### config.mk
export PLATFORM = sky130hd
export DESIGN_NAME = wb_stage_nx
export DESIGN_NICKNAME = d
export VERILOG_FILES = /design/src/rtl/wb_stage_nx_pkg.sv /design/src/rtl/wb_stage_nx_trace_fifo.sv /design/src/rtl/wb_stage_nx.sv
export SDC_FILE = /design/constraint.sdc
export NUM_CORES = 1
export LEC_CHECK = 0
export CAP_MARGIN = 5
export CORE_ASPECT_RATIO = 1.4
export CORE_UTILIZATION = 51
export CTS_BUF_LIST = sky130_fd_sc_hd__clkbuf_16
export CTS_CLUSTER_SIZE = 14
export DETAILED_ROUTE_END_ITERATION = 10
export PLACE_DENSITY_LB_ADDON = 0.2
export SLEW_MARGIN = 25
export SYNTH_ARGS = -nofsm -noshare
export SYNTH_HDL_FRONTEND = slang
export SYNTH_SLANG_ARGS = --single-unit
### constraint.sdc
create_clock -name clk -period 6.51 [get_ports clk]
set_input_delay 1.302 -clock clk [delete_from_list [all_inputs] [get_ports clk]]
set_output_delay 1.302 -clock clk [all_outputs]
set_load 0.03 [all_outputs]
### src/rtl/wb_stage_nx_pkg.sv
// Shared lane layout, trace entry layout and stall encodings for the writeback stage.
package wb_stage_nx_pkg;

   localparam int LANE_W    = 137;
   localparam int RF_LANE_W = 38;
   localparam int TRACE_W   = 73;
   localparam int STALL_W   = 6;

   // Field offsets (LSB position) within one lane payload, MSB first: valid..lo_wdata.
   localparam int OFF_VALID    = 136;
   localparam int OFF_PC       = 104;
   localparam int OFF_RF_WE    = 103;
   localparam int OFF_RF_WADDR = 98;
   localparam int OFF_RF_WDATA = 66;
   localparam int OFF_HI_WE    = 65;
   localparam int OFF_LO_WE    = 64;
   localparam int OFF_HI_WDATA = 32;
   localparam int OFF_LO_WDATA = 0;

   localparam logic STOP   = 1'b1;
   localparam logic NOSTOP = 1'b0;

endpackage

### src/rtl/wb_stage_nx_trace_fifo.sv
// Debug trace FIFO: up to LANES compacted pushes per cycle, one registered pop per cycle.
module wb_trace_fifo
   import wb_stage_nx_pkg::*;
#(
   parameter int LANES = 2,
   parameter int DEPTH = 8
) (
   input  logic                       clk,
   input  logic                       rst,
   input  logic [LANES-1:0]           push_vld_i,
   input  logic [LANES*TRACE_W-1:0]   push_data_i,
   output logic [$clog2(DEPTH):0]     count_o,
   output logic [TRACE_W-1:0]         pop_data_o
);

   localparam int PTR_W = $clog2(DEPTH);
   localparam int CNT_W = PTR_W + 1;

   logic [TRACE_W-1:0] mem_q [DEPTH];
   logic [PTR_W-1:0]   wptr_q, wptr_d, rptr_q;
   logic [CNT_W-1:0]   count_q, count_d, npush;
   logic [PTR_W-1:0]   slot [LANES];
   logic [TRACE_W-1:0] data_q;
   logic               pop;

   // Valid lanes are packed into consecutive slots so invalid lanes leave no holes.
   always_comb begin
      npush = '0;
      for (int i = 0; i < LANES; i++) begin
         slot[i] = wptr_q + npush[PTR_W-1:0];
         if (push_vld_i[i]) npush = npush + CNT_W'(1);
      end
      pop     = (count_q != '0);
      wptr_d  = wptr_q + npush[PTR_W-1:0];
      count_d = count_q + npush - CNT_W'(pop);
   end

   always_ff @(posedge clk) begin
      for (int i = 0; i < LANES; i++) begin
         if (push_vld_i[i]) mem_q[slot[i]] <= push_data_i[i*TRACE_W +: TRACE_W];
      end
   end

   always_ff @(posedge clk) begin
      if (rst) begin
         wptr_q  <= '0;
         rptr_q  <= '0;
         count_q <= '0;
         data_q  <= '0;
      end else begin
         wptr_q  <= wptr_d;
         count_q <= count_d;
         if (pop) begin
            data_q <= mem_q[rptr_q];
            rptr_q <= rptr_q + PTR_W'(1);
         end else begin
            data_q <= '0;
         end
      end
   end

   always @(posedge clk) begin
      if (!rst) begin
         assert (int'(npush) <= DEPTH - int'(count_q));
      end
   end

   assign count_o    = count_q;
   assign pop_data_o = data_q;

endmodule

### src/rtl/wb_stage_nx.sv
// Writeback stage: lane pipeline register, RF write bus, HI/LO update and debug trace output.
module wb_stage_nx
   import wb_stage_nx_pkg::*;
#(
   parameter int LANES       = 2,
   parameter int TRACE_DEPTH = 8,
   parameter int LANE_W      = wb_stage_nx_pkg::LANE_W
) (
   input  logic                        clk,
   input  logic                        rst,
   input  logic                        flush,
   input  logic [STALL_W-1:0]          stall,
   input  logic [LANES*LANE_W-1:0]     mem_to_wb_bus,
   output logic [LANES*RF_LANE_W-1:0]  wb_to_rf_bus,
   output logic [31:0]                 hi_q,
   output logic [31:0]                 lo_q,
   output logic                        stallreq_wb,
   output logic [31:0]                 debug_wb_pc,
   output logic [3:0]                  debug_wb_rf_wen,
   output logic [4:0]                  debug_wb_rf_wnum,
   output logic [31:0]                 debug_wb_rf_wdata
);

   logic [LANES*LANE_W-1:0]    payload_q, payload_d;
   logic                       fresh_q, fresh_d;
   logic [31:0]                hi_d, lo_d;
   logic [LANE_W-1:0]          lane;
   logic [LANES-1:0]           push_vld;
   logic [LANES*TRACE_W-1:0]   push_data;
   logic [$clog2(TRACE_DEPTH):0] fifo_count;
   logic [TRACE_W-1:0]         trace_data;
   int                         pending;
   logic                       unused_stall;

   assign unused_stall = ^stall[3:0];

   always_comb begin
      payload_d = payload_q;
      fresh_d   = 1'b0;
      if (flush) begin
         payload_d = '0;
      end else if (stall[4] == STOP && stall[5] == NOSTOP) begin
         payload_d = '0;
      end else if (stall[4] == NOSTOP) begin
         payload_d = mem_to_wb_bus;
         fresh_d   = 1'b1;
      end
   end

   // Later lanes override earlier ones, so the youngest HI/LO writer wins.
   always_comb begin
      wb_to_rf_bus = '0;
      push_vld     = '0;
      push_data    = '0;
      hi_d         = hi_q;
      lo_d         = lo_q;
      pending      = 0;
      lane         = '0;
      for (int i = 0; i < LANES; i++) begin
         lane = payload_q[i*LANE_W +: LANE_W];
         wb_to_rf_bus[i*RF_LANE_W +: RF_LANE_W] = {lane[OFF_VALID] & lane[OFF_RF_WE],
                                                   lane[OFF_RF_WADDR +: 5],
                                                   lane[OFF_RF_WDATA +: 32]};
         push_vld[i] = fresh_q & lane[OFF_VALID];
         push_data[i*TRACE_W +: TRACE_W] = {lane[OFF_PC +: 32], {4{lane[OFF_RF_WE]}},
                                            lane[OFF_RF_WADDR +: 5], lane[OFF_RF_WDATA +: 32]};
         if (push_vld[i]) begin
            pending = pending + 1;
            if (lane[OFF_HI_WE]) hi_d = lane[OFF_HI_WDATA +: 32];
            if (lane[OFF_LO_WE]) lo_d = lane[OFF_LO_WDATA +: 32];
         end
      end
      stallreq_wb = (int'(fifo_count) + pending) > (TRACE_DEPTH - LANES);
   end

   always_ff @(posedge clk) begin
      if (rst) begin
         payload_q <= '0;
         fresh_q   <= 1'b0;
         hi_q      <= '0;
         lo_q      <= '0;
      end else begin
         payload_q <= payload_d;
         fresh_q   <= fresh_d;
         hi_q      <= hi_d;
         lo_q      <= lo_d;
      end
   end

   wb_trace_fifo #(
      .LANES (LANES),
      .DEPTH (TRACE_DEPTH)
   ) u_trace_fifo (
      .clk         (clk),
      .rst         (rst),
      .push_vld_i  (push_vld),
      .push_data_i (push_data),
      .count_o     (fifo_count),
      .pop_data_o  (trace_data)
   );

   assign {debug_wb_pc, debug_wb_rf_wen, debug_wb_rf_wnum, debug_wb_rf_wdata} = trace_data;

endmodule

# After elaboration in Yosys (flattened, before gate mapping)
# Memory sizes are Yosys's and may differ from the RTL's. A register that Yosys moved wholly into a read port is not among the register bits.
# Cells that the tools add are included.
# Widths: inputs -> output; s select.
[word_totals] register_bits=349 latch_bits=0 ram_bits=584 romBits=0 n_memories=1
[classes] addsub=8 n_mul=0 div_mod_pow=0 n_lt_le_gt_ge=1 n_eq_ne=0 shifts=0 mux=17 bitwise_logic=6 reduce_logical=4
[memory_table] name="u_trace_fifo.mem_q" words=8 width=73 read_ports=1 rd_ports_with_merged_regs=1 wr=2 line="wb_stage_nx_trace_fifo.sv:19" source="logic [TRACE_W-1:0] mem_q [DEPTH];"
[op_table] operator="$mux 32" n=9
[op_table] operator="$add 32x2->32 const B" n=1
[op_table] operator="$add 5x32->32" n=1
[op_table] operator="$gt 32x4->1 const B" n=1
[op_table] operator="$mux 1" n=7
[op_table] operator="$add 4x4->4" n=1
[op_table] operator="$and 1x1->1" n=4
[op_table] operator="$mux 4" n=1
[op_table] operator="$reduce_bool 4->1" n=1
[op_table] operator="$sub 4x1->4" n=1
[op_table] operator="$add 3x1->3" n=1
[op_table] operator="$add 3x1->3 const B" n=1
[op_table] operator="$add 3x3->3" n=1
[op_table] operator="$reduce_or 3->1" n=1
[op_table] operator="$add 1x1->2 const B" n=1
[op_table] operator="$not 1->1" n=2
[op_table] operator="$reduce_or 2->1" n=1
[op_table] operator="$logic_and 1x1->1" n=1

# Longest topological paths before layout
[logic_depth] ltp_word=6 depth_mapped=12 mapped_depth_nobuf=11

# Hierarchy
# From an unflattened synthesis, not the netlist that was laid out.
[hier_totals] cells_unflattened=3002 hier_area_um2=44589.0
[by_module_without_submodules] module="wb_trace_fifo" instances=1 cells_per_inst=1662 area_each_um2=31006.0 seq_area_each_um2=19198.4
[by_module_without_submodules] module="wb_stage_nx" instances=1 cells_per_inst=1340 area_each_um2=13583.0 seq_area_each_um2=6786.5

# Least setup slack after synthesis
# OpenSTA, ideal clock, no wires.
[synth_path] path_kind="register to register" start="register payload_q[136]" end="memory u_trace_fifo.mem_q[7][0] (enable)" setup_time_ns=0.595 arrival_time_ns=5.775 slack_ns=0.140 path_stages_with_launch=6 path_buffers=2 period_less_slack_ns=6.370 cell_sequence="dfxtp_1 -> buf_4 -> and2_1 -> clkbuf_1 -> nand2_1 -> o21ai_0"
[synth_lines] item="start, declared" line="wb_stage_nx.sv:24" source="logic [LANES*LANE_W-1:0] payload_q, payload_d;"
[synth_lines] item="start signal, assigned" line="wb_stage_nx.sv:83" source="payload_q <= payload_d;"
[synth_lines] item="end, declared" line="wb_stage_nx_trace_fifo.sv:19"

# Worst setup path after layout
[layout_path] start="register payload_q[136]" end="output stallreq_wb"
[layout_between] elab_chain_len=6
[layout_rtl] item="$and 1x1->1 *" line="wb_stage_nx.sv:64" source="push_vld[i] = fresh_q & lane[OFF_VALID];"
[layout_rtl] item="$mux 1 *" line="wb_stage_nx.sv:67" source="if (push_vld[i]) begin"
[layout_rtl] item="$add 32x2->32" line="wb_stage_nx.sv:68" source="pending = pending + 1;"
[layout_rtl] item="$mux 32 *" line="wb_stage_nx.sv:67"
[layout_rtl] item="$add 5x32->32 *" line="wb_stage_nx.sv:73" source="stallreq_wb = (int'(fifo_count) + pending) > (TRACE_DEPTH - LANES);"
[layout_rtl] item="$gt 32x4->1 *" line="wb_stage_nx.sv:73"
[layout_rtl] item="end, declared" line="wb_stage_nx.sv:17" source="output logic stallreq_wb,"
# Every way passes the cells marked *; elsewhere a longest branch is shown, timed or not.

==> flow_metrics.tcl <==
set metrics [dict create \
    multi_input_area_mm2 0.01641 \
    tns_ns 0 \
    io_pins 497 \
    htreeDepth 3 \
    synth_edf_count 560 \
    ys_ff_latch 979 \
    die_height_um 346.2 \
    synthArstFlopShare 0 \
    clk_latency_ns 0.65 \
    synth_area_leaders "edfxtp_1 (39%), dfxtp_1 (19%), mux2_2 (14%)" \
    drv_slew 0 \
    ys.flop_type "edfxtp_1" \
    irDropWorstVdd_mv 0.2324 \
    gr-total-overflow 0 \
    placed_cell_area_mm2 0.04830 \
    synth-compound-area-share 0.01351 \
    cp.arrival_ns 4.00 \
    rsz0062_at_grt "no" \
    register_area_mm2 0.02522 \
    setup_viol_count_final 0 \
    max-slew-margin-rel 0.2468 \
    grt_pass1_wl_um 164200 \
    antenna_found_initial 6 \
    leakagePower_nw 19.96 \
    die_w_um 247.8 \
    ant_nets 0 \
    slowest_delay_ns 0.79 \
    synth.top_cells.by_count "edfxtp_1 (560), mux2_2 (526), dfxtp_1 (419)" \
    yosys_warnings 0 \
    seq_area_frac_synth 0.5841 \
    path_class "reg2out" \
    placement_rows 125 \
    synth-xor-area-share 0.002378 \
    clock-skew-final_ns 0.01591 \
    n_fill_cell 6298 \
    gp_congestion 0.8403 \
    path_clk_slew_ns 0.06 \
    synthDistinctLibCells 41 \
    wl_per_cell_um 24.68 \
    hold_viol_final 0 \
    avgViaCountPerCell 5.741 \
    hpwl_um 63120 \
    critical_path.startpoint_type "flip-flop" \
    grt_usage 0.2552 \
    wirelength_um 109900 \
    port_buffers 492 \
    num_vias 25570 \
    root_buffer "clkbuf_16" \
    path_cells "and2_1 > ha_1 > inv_1 > ha_1 > ha_1 > a41oi_1 > a31oi_1 > o211ai_1 > clkdlybuf4s50_1" \
    die-area_mm2 0.08580 \
    synthMuxAreaShare 0.3138 \
    grt_pass1_vias 27460 \
    start_util 0.5177 \
    cp_max_fo 8 \
    synth_top_family_by_area "multiplexers" \
    yosys.area_share.simple 0.04219 \
    period_needed_ns 5.299 \
    postLayoutCellArea_mm2 0.05145 \
    area_delta_synth_final_pct 19.22 \
    cap_viol_max_count 0 \
    drtIter0Drc 1291 \
    synthMostInstantiatedCell "edfxtp_1" \
    fmax_mhz 188.7 \
    yosys.area.top_type "edfxtp_1" \
    netlist_instances 2939 \
    hp-class "reg2reg" \
    cts_setup_buffers 0 \
    finalCritPeriodShare 0.8140 \
    cts_sinks 979 \
    synth_top_area_frac 0.3897 \
    crit_path_end_kind "output port" \
    cts_resized 0 \
    clockBufferDepth 3 \
    final_nets 3590 \
    post-route-drc-count 0 \
    cts_hold_buf 0 \
    tightest_slew_ns 1.130 \
    coreArea_mm2 0.08336 \
    p_per_area_mw_per_mm2 287.3 \
    grt_max_degree 137 \
    avgSynthCellArea_um2 14.68 \
    status "complete, no violations" \
    syn_area_mm2 0.04315 \
    path_common_cell "ha_1" \
    first_pass_iters 7 \
    cts_tree "yes" \
    syn-num-nets 3237 \
    synthAdderAreaFrac 0.004523 \
    slowest_stage "clkdlybuf4s50_1" \
    cp.required_ns 5.21 \
    drive_above_1_share 0.2597 \
    cts_buffers 95 \
]
where the power goes:
part	switching [mW]	internal, mW
combinational	1.14	1.18
clock	2.35	3.18
sequential	0.243	6.68
total	3.73	11.0
kinds of logic after synthesis:
group	after synthesis
muxes	1108
DFF	979
and+or+nand+nor	458
buffers and inverters	288
AOI/OAI and AO/OA	81
adders and majority gates	15
xor gates and xnor gates	10
worst paths after layout:
check | from | endpoint | slack, ns | depth (start not counted)
max | payload_q[136] | stallreq_wb | 1.21 | 9
min | payload_q[141] | payload_q[141] | 0.50 | 2
max reg2reg | payload_q[136] | u_trace_fifo.mem_q[0][56] | 2.24 | 8
min reg2reg | payload_q[141] | payload_q[141] | 0.50 | 2
area by class of cell:
class	count	area share
clock inverters	74	0.01046
well taps	1079	0.02624
clock buffers	104	0.05058
diodes	1	0.00004864
inverters	13	0.0009485
flip-flops and latches	979	0.4901
repair buffers	531	0.1027
multi-input cells	1672	0.3189
through the flow:
step           instances    util  hold slack, ns  setup slack [ns]  power [mW]
4_1_cts             4452  0.6171          0.5011             1.230       14.92
3_3_place_gp        4274  0.5793          0.4726             2.098       9.364
5_1_grt             4453  0.6172          0.5135             1.039       15.30
2_1_floorplan       2939       -          0.4627            0.1404       8.571
3_5_place_dp        4274  0.5794          0.4839             1.971       9.412
6_report            4453  0.6172          0.4978             1.211       14.78
sequential cells by signal, indices dropped and copies added, names as in the netlist:
register / count
lo_q: 32
u_trace_fifo.pop_data_o: 70
u_trace_fifo.mem_q: 560
u_trace_fifo.rptr_q: 3
hi_q: 32
u_trace_fifo.wptr_q: 3
payload_q: 274
u_trace_fifo.count_o: 4
fresh_q: 1
cells in the final DEF, fill, tap and decap left out, types with 3 or more instances in the layout:
master             n
a211oi_1          64
a21oi_1            4
a31oi_1            3
and2_1             3
buf_12             5
buf_4             33
bufinv_16          8
clkbuf_16        104
clkdlybuf4s50_1  490
clkinv_1          14
clkinv_2          14
dfxtp_1          416
dfxtp_4            3
edfxtp_1         560
ha_1              14
inv_1             36
inv_2              6
inv_6              3
mux2_1            34
mux2_2           526
mux2i_1          408
mux4_2           140
nand2_1            9
nand2b_1           3
nand3_4            4
nor2_1           417
nor2b_1            4
nor3_1             4
nor3_4             4
o21ai_4            5
xnor2_1            3
xor2_1             5
routing by layer:
| layer | part of all wire | vias up | wire [um] | global-route usage |
|---|---|---|---|---|
| li1 | - | 11600 | - | - |
| met1 | 0.38 | 13010 | 42090 | 0.2970 |
| met2 | 0.52 | 797 | 57060 | 0.4559 |
| met3 | 0.073 | 163 | 8026 | 0.06464 |
| met4 | 0.024 | 6 | 2689 | 0.07587 |
| met5 | 0.00033 | - | 36 | 0 |
worst max-delay path, delay by kind of cell, from the launching register on:
family / cells / cell delay (ns)
buffers and inverters: 2 / 0.85
adder cells (fa/ha/maj): 3 / 0.83
AO/OA/AOI/OAI: 3 / 0.67
flip-flops: 1 / 0.57
AND/OR/NAND/NOR: 1 / 0.43
No activity file was read; power rests on OpenSTA's default activity.
